<file path="config.mk">
export PLATFORM = sky130hd
export DESIGN_NAME = pipe_hazard_ctrl
export DESIGN_NICKNAME = d
export VERILOG_FILES = /design/src/rtl/pipe_ctrl_pkg.sv /design/src/rtl/pipe_mem_fsm.sv /design/src/rtl/pipe_hazard_ctrl.sv
export SDC_FILE = /design/constraint.sdc
export NUM_CORES = 1
export LEC_CHECK = 0
export ABC_AREA = 1
export CORE_UTILIZATION = 45
export CTS_BUF_LIST = sky130_fd_sc_hd__clkbuf_4 sky130_fd_sc_hd__clkbuf_8
export DETAILED_ROUTE_END_ITERATION = 10
export GPL_TIMING_DRIVEN = 0
export PLACE_DENSITY = 0.89
export SLEW_MARGIN = 20
export SYNTH_ARGS = -nofsm -noshare
export SYNTH_HDL_FRONTEND = slang
export SYNTH_SLANG_ARGS = --single-unit
</file>
<file path="constraint.sdc">
create_clock -name CLK -period 2.4 [get_ports CLK]
set_clock_uncertainty 0.15 [all_clocks]
set_input_delay 0.36 -clock CLK [delete_from_list [all_inputs] [get_ports CLK]]
set_output_delay 0.36 -clock CLK [all_outputs]
set_load 0.03 [all_outputs]
</file>
<file path="src/rtl/pipe_ctrl_pkg.sv">
// Shared types and constants for the pipeline hazard / memory-stall controller.
package pipe_ctrl_pkg;

    typedef enum logic [1:0] {
        IDLE = 2'd0,
        BUSY = 2'd1,
        DONE = 2'd2
    } mem_state_t;

    localparam logic [1:0] FWD_RF  = 2'b00;
    localparam logic [1:0] FWD_WB  = 2'b01;
    localparam logic [1:0] FWD_MEM = 2'b10;

endpackage

</file>
<file path="src/rtl/pipe_mem_fsm.sv">
// Data-memory handshake sequencer: request, ack/timeout, one-cycle release.
//   state | meaning
//   IDLE  | no access; a memory op in M stalls and requests at the next edge
//   BUSY  | request outstanding; wait for ack or timeout
//   DONE  | access finished; pipeline advances this cycle
module pipe_mem_fsm
    import pipe_ctrl_pkg::*;
#(
    parameter int TIMEOUT = 16
) (
    input  logic clk,
    input  logic clr,
    input  logic mop,
    input  logic mem_ack,
    output logic mem_req,
    output logic mem_err,
    output logic mstall
);

    localparam int TW = $clog2(TIMEOUT);
    localparam logic [TW-1:0] TMO_LAST = TW'(TIMEOUT - 1);

    mem_state_t    state_q, state_d;
    logic [TW-1:0] tmo_q, tmo_d;
    logic          mem_req_q, mem_req_d;
    logic          mem_err_q, mem_err_d;

    always_ff @(negedge clk or posedge clr) begin
        if (clr) begin
            state_q   <= IDLE;
            tmo_q     <= '0;
            mem_req_q <= 1'b0;
            mem_err_q <= 1'b0;
        end else begin
            state_q   <= state_d;
            tmo_q     <= tmo_d;
            mem_req_q <= mem_req_d;
            mem_err_q <= mem_err_d;
        end
    end

    always_comb begin
        state_d   = state_q;
        tmo_d     = tmo_q;
        mem_req_d = mem_req_q;
        mem_err_d = mem_err_q;
        mstall    = 1'b0;
        case (state_q)
            IDLE: begin
                mstall = mop;
                if (mop) begin
                    state_d   = BUSY;
                    tmo_d     = '0;
                    mem_req_d = 1'b1;
                end
            end
            BUSY: begin
                mstall = 1'b1;
                // ack on the last allowed cycle still counts as success
                if (mem_ack) begin
                    state_d   = DONE;
                    mem_req_d = 1'b0;
                end else if (tmo_q == TMO_LAST) begin
                    state_d   = DONE;
                    mem_req_d = 1'b0;
                    mem_err_d = 1'b1;
                end else begin
                    tmo_d = tmo_q + TW'(1);
                end
            end
            DONE: begin
                state_d = IDLE;
            end
            default: begin
                state_d   = IDLE;
                mem_req_d = 1'b0;
            end
        endcase
    end

    assign mem_req = mem_req_q;
    assign mem_err = mem_err_q;

endmodule

</file>
<file path="src/rtl/pipe_hazard_ctrl.sv">
// Hazard controller for the 5-stage core: operand forwarding, load-use bubbles,
// memory-access freeze and a saturating stall counter. Falling-edge clocked.
module pipe_hazard_ctrl
    import pipe_ctrl_pkg::*;
#(
    parameter int REG_BITS  = 5,
    parameter int TIMEOUT   = 16,
    parameter int CNT_WIDTH = 16
) (
    input  logic                 CLK,
    input  logic                 CLR,
    input  logic [REG_BITS-1:0]  RA1_D,
    input  logic [REG_BITS-1:0]  RA2_D,
    input  logic [REG_BITS-1:0]  RA1_E,
    input  logic [REG_BITS-1:0]  RA2_E,
    input  logic [REG_BITS-1:0]  WRITE_REG_E,
    input  logic                 REG_WRITE_E,
    input  logic                 MEM_TO_REG_E,
    input  logic [REG_BITS-1:0]  WRITE_REG_M,
    input  logic                 REG_WRITE_M,
    input  logic                 MEM_TO_REG_M,
    input  logic                 MEM_WRITE_M,
    input  logic [REG_BITS-1:0]  WRITE_REG_W,
    input  logic                 REG_WRITE_W,
    input  logic                 MEM_ACK,
    output logic                 STALL_F,
    output logic                 STALL_D,
    output logic                 STALL_E,
    output logic                 STALL_M,
    output logic                 FLUSH_E,
    output logic [1:0]           FWD_A_E,
    output logic [1:0]           FWD_B_E,
    output logic                 MEM_REQ,
    output logic                 MEM_ERR,
    output logic [CNT_WIDTH-1:0] STALL_CNT
);

    logic                 mop;
    logic                 mstall;
    logic                 lu;
    logic [CNT_WIDTH-1:0] stall_cnt_q, stall_cnt_d;

    // r0 is hardwired zero, so a zero destination never produces a hazard
    function automatic logic [1:0] fwd_sel(
        input logic [REG_BITS-1:0] ra,
        input logic [REG_BITS-1:0] wr_m,
        input logic                rw_m,
        input logic [REG_BITS-1:0] wr_w,
        input logic                rw_w
    );
        logic [1:0] sel;
        sel = FWD_RF;
        if (rw_m && (wr_m != '0) && (wr_m == ra)) begin
            sel = FWD_MEM;
        end else if (rw_w && (wr_w != '0) && (wr_w == ra)) begin
            sel = FWD_WB;
        end
        return sel;
    endfunction

    assign mop = MEM_TO_REG_M | MEM_WRITE_M;

    pipe_mem_fsm #(
        .TIMEOUT (TIMEOUT)
    ) u_mem_fsm (
        .clk     (CLK),
        .clr     (CLR),
        .mop     (mop),
        .mem_ack (MEM_ACK),
        .mem_req (MEM_REQ),
        .mem_err (MEM_ERR),
        .mstall  (mstall)
    );

    always_comb begin
        lu = MEM_TO_REG_E && REG_WRITE_E && (WRITE_REG_E != '0)
             && ((WRITE_REG_E == RA1_D) || (WRITE_REG_E == RA2_D));
    end

    always_comb begin
        FWD_A_E = fwd_sel(RA1_E, WRITE_REG_M, REG_WRITE_M, WRITE_REG_W, REG_WRITE_W);
        FWD_B_E = fwd_sel(RA2_E, WRITE_REG_M, REG_WRITE_M, WRITE_REG_W, REG_WRITE_W);
        STALL_F = 1'b0;
        STALL_D = 1'b0;
        STALL_E = 1'b0;
        STALL_M = 1'b0;
        FLUSH_E = 1'b0;
        // memory freeze outranks load-use so the waiting load is not bubbled away
        if (CLR) begin
            FLUSH_E = 1'b1;
        end else if (mstall) begin
            STALL_F = 1'b1;
            STALL_D = 1'b1;
            STALL_E = 1'b1;
            STALL_M = 1'b1;
        end else if (lu) begin
            STALL_F = 1'b1;
            STALL_D = 1'b1;
            FLUSH_E = 1'b1;
        end
    end

    always_comb begin
        stall_cnt_d = stall_cnt_q;
        if (STALL_F && (stall_cnt_q != '1)) begin
            stall_cnt_d = stall_cnt_q + CNT_WIDTH'(1);
        end
    end

    always_ff @(negedge CLK or posedge CLR) begin
        if (CLR) begin
            stall_cnt_q <= '0;
        end else begin
            stall_cnt_q <= stall_cnt_d;
        end
    end

    assign STALL_CNT = stall_cnt_q;

endmodule

</file>
==> results.toml <==
[outcome]
outcome = "finished with violations"
violations = "negative setup slack"

[critical_path]
crit_path_top_delay_cell = "dfrtn_1"
arrival_ns = 2.93
rrSetupSlack_ns = -0.08
cpLargestDelayFamily = "buffers and inverters"
path_buf_inv = 6
r2r_end = "STALL_CNT[12]"
worstSetupPathDepth = 10
rr_worst_depth = 9
critPathMaxStageDelay_ns = 0.49
cp_max_fo = 5
cp.required_ns = 1.89
start_kind = "flip-flop"
end_kind = "primary output"
crit_chain = "inv_1 > nand2_2 > inv_2 > nor2_4 > nor2_4 > inv_2 > nand2_4 > buf_8 > buf_6 > buf_6"
worst-setup-path-type = "reg -> out"
worstReg2RegStart = "STALL_CNT[1]"

[synthesis]
synth_nets = 320
synth_area_leader_cell = "dfrtn_1"
async_reset_ff_share_pct = 100
synth_area_per_cell_sq_um = 6.71
synth_edf_count = 0
yosysSeqAreaShare_pct = 32.7
synth_top_cell_area_share_pct = 32.7
yosys.cell_types.count = 26
mappedNetlistArea_sq_mm = 0.00184
synth-main-ff-cell = "dfrtn_1"
synthTopCellsByArea = "dfrtn_1 33%, nand2_1 17%, nand3_1 9.8%, inv_1 7.3%, xor2_1 6.7%"
netlist_instances = 274
ys_seq_elements = 24
yosysWarnings = 0

[global_routing]
antenna_found_initial = 1
grt_pass1_vias = 2582
grtUsageTotal_pct = 37.6
grt_max_degree = 15
grt_pass1_wl_mm = 12.2
overflow = 0

[power]
pwr_density_cell_mw_per_mm2 = 793
peakVddDrop_uv = 414
power.leakage_nw = 1.77
finalPower_w = 0.00278

[cts]
clk_pin_slew_ns = 0.08
numCtsBuffers = 3
ctsHtreeMaxLevel = 1
insertion_delay_ns = 0.31
hold_buffers = 0
cts_max_path_buffers = 2
cts.sinks = 24
root_buffer = "clkbuf_8"
tritoncts = "built"

[routing]
dr_total_vias = 2945
drt_pass1_iterations = 8
drt-vias-per-instance = 6.43
ant_nets = 0
drt_iter0_markers = 611
wire_per_inst_um = 23.7
wirelength_mm = 10.8
drcViolationCount = 0

[final_layout]
final_common_cell = "buf_4"
final_cell_mix = "52 x buf_4, 48 x nand2_1, 39 x buf_6, 27 x nand2_2"
synthToLayoutAreaGrowth_pct = 90.7
fin_util_pct = 92.4
drive_above_1_share_pct = 49.4
num-fill-cells = 122
final_nets = 456
design_area_sq_mm = 0.00351

[die]
die_area_sq_mm = 0.00435
start_util_pct = 48.4
die_h_um = 65.9
die_w_um = 65.9
io_pins = 71
coreArea_sq_mm = 0.00380
std_cell_rows = 22

[sta]
rsz0062_at_grt = "true"
setup_viol = 41
slew_headroom_pct = 50.9
tns_ns = -22.25
layout_setup_ws_ns = -1.04
finalHoldViolations = 0
finalMaxSlewViolations = 0
worst_pin_slew_ns = 0.733

[min_path]
hold-path-cell-count = 3
hp-class = "reg -> reg"
min_from = "STALL_CNT[8]"
worstHoldEndpoint = "STALL_CNT[8]"

[placement]
place_area_sq_mm = 0.00265
hpwl_mm = 3.72
gp_congestion = 0.808
numPortBuffers = 70

[flow_run]
drv_cap = 0
-- synthesized netlist by cell type, types with 2 or more instances --
cell     number
xnor2_1      13
nor3_1        7
xor2_1       14
ha_1          2
buf_4         4
nand2_1      82
a21oi_1       3
nor4_1        2
inv_2         2
nand3_1      36
nand4_1       3
inv_1        36
o21ai_0       3
dfrtn_1      24
nor2_1       32
-- power breakdown --
group	switching (W)	internal, W	leakage, nW
clock	0.000176	0.000225	0.0357
combinational	0.000970	0.000817	1.41
sequential	0.0000970	0.000497	0.321
total	0.00124	0.00154	1.77
-- worst min-delay path: stages, from the launching register on --
cell,delay (ns)
dfrtn_1,0.44
buf_4,0.13
nand2_2,0.05
nand2_1,0.05
-- worst max-delay path by stage --
stage,end,from
floorplan,STALL_F,u_mem_fsm.state_q[1]
global placement,STALL_CNT[14],CLR
detailed placement,STALL_CNT[14],CLR
CTS,STALL_F,u_mem_fsm.state_q[0]
global route,STALL_F,u_mem_fsm.state_q[1]
finish,STALL_F,u_mem_fsm.state_q[1]
-- registers in the layout, summed over array words and instances (netlist names) --
| signal | count |
|---|---|
| u_mem_fsm.mem_err | 1 |
| u_mem_fsm.state_q | 2 |
| u_mem_fsm.mem_req | 1 |
| u_mem_fsm.tmo_q | 4 |
| STALL_CNT | 16 |
-- per-layer routing --
metal,vias to the layer above,share of wire [%],track usage (%)
met2,365,44,67.5
met3,121,15,11.7
li1,1126,-,-
met5,-,0,0
met4,0,8.7,19.4
met1,1333,32,38.9
-- stage by stage --
step,setup WS [ns],std cells,hold WS (ns)
after floorplan,-0.669,274,0.269
after global routing,-1.04,458,0.426
final,-1.04,458,0.427
after detailed placement,-1.35,392,0.288
after CTS,-0.916,446,0.301
after global placement,-1.31,392,0.254
-- cell type report --
type                       count  area (sq um)  share of cell area, %
clock inverter                 1          30.0                  0.856
timing repair buffer         131          1210                   34.5
sequential                    24           601                   17.1
tap                           48          60.1                   1.71
buffer                         3          33.8                  0.963
antenna                        1          2.50                 0.0713
timing repair inverter         1          5.00                  0.143
clock buffer                   3          41.3                   1.18
multi-input combinational    207          1370                   39.1
inverter                      39           153                   4.35
-- logic make-up (layout without fill, tap and decap cells) --
| group | count (synthesis) | after routing | synth area share [%] |
|---|---|---|---|
| AND/OR/NAND/NOR | 168 | 168 | 40.1 |
| buffers and inverters | 43 | 178 | 9.73 |
| XOR/XNOR | 27 | 27 | 12.9 |
| flip-flops | 24 | 24 | 32.7 |
| AO/OA/AOI/OAI | 10 | 10 | 3.27 |
| adder cells (fa/ha/maj) | 2 | 2 | 1.36 |
| other | 0 | 1 | 0 |
-- what timing repair did --
action	4_1_cts	5_1_grt
pin swaps	24	31
setup endpoints to repair	49	45
gates cloned	2	0
resized for setup	292	83
buffers inserted	48	21
No activity file was read; power rests on OpenSTA's default activity.
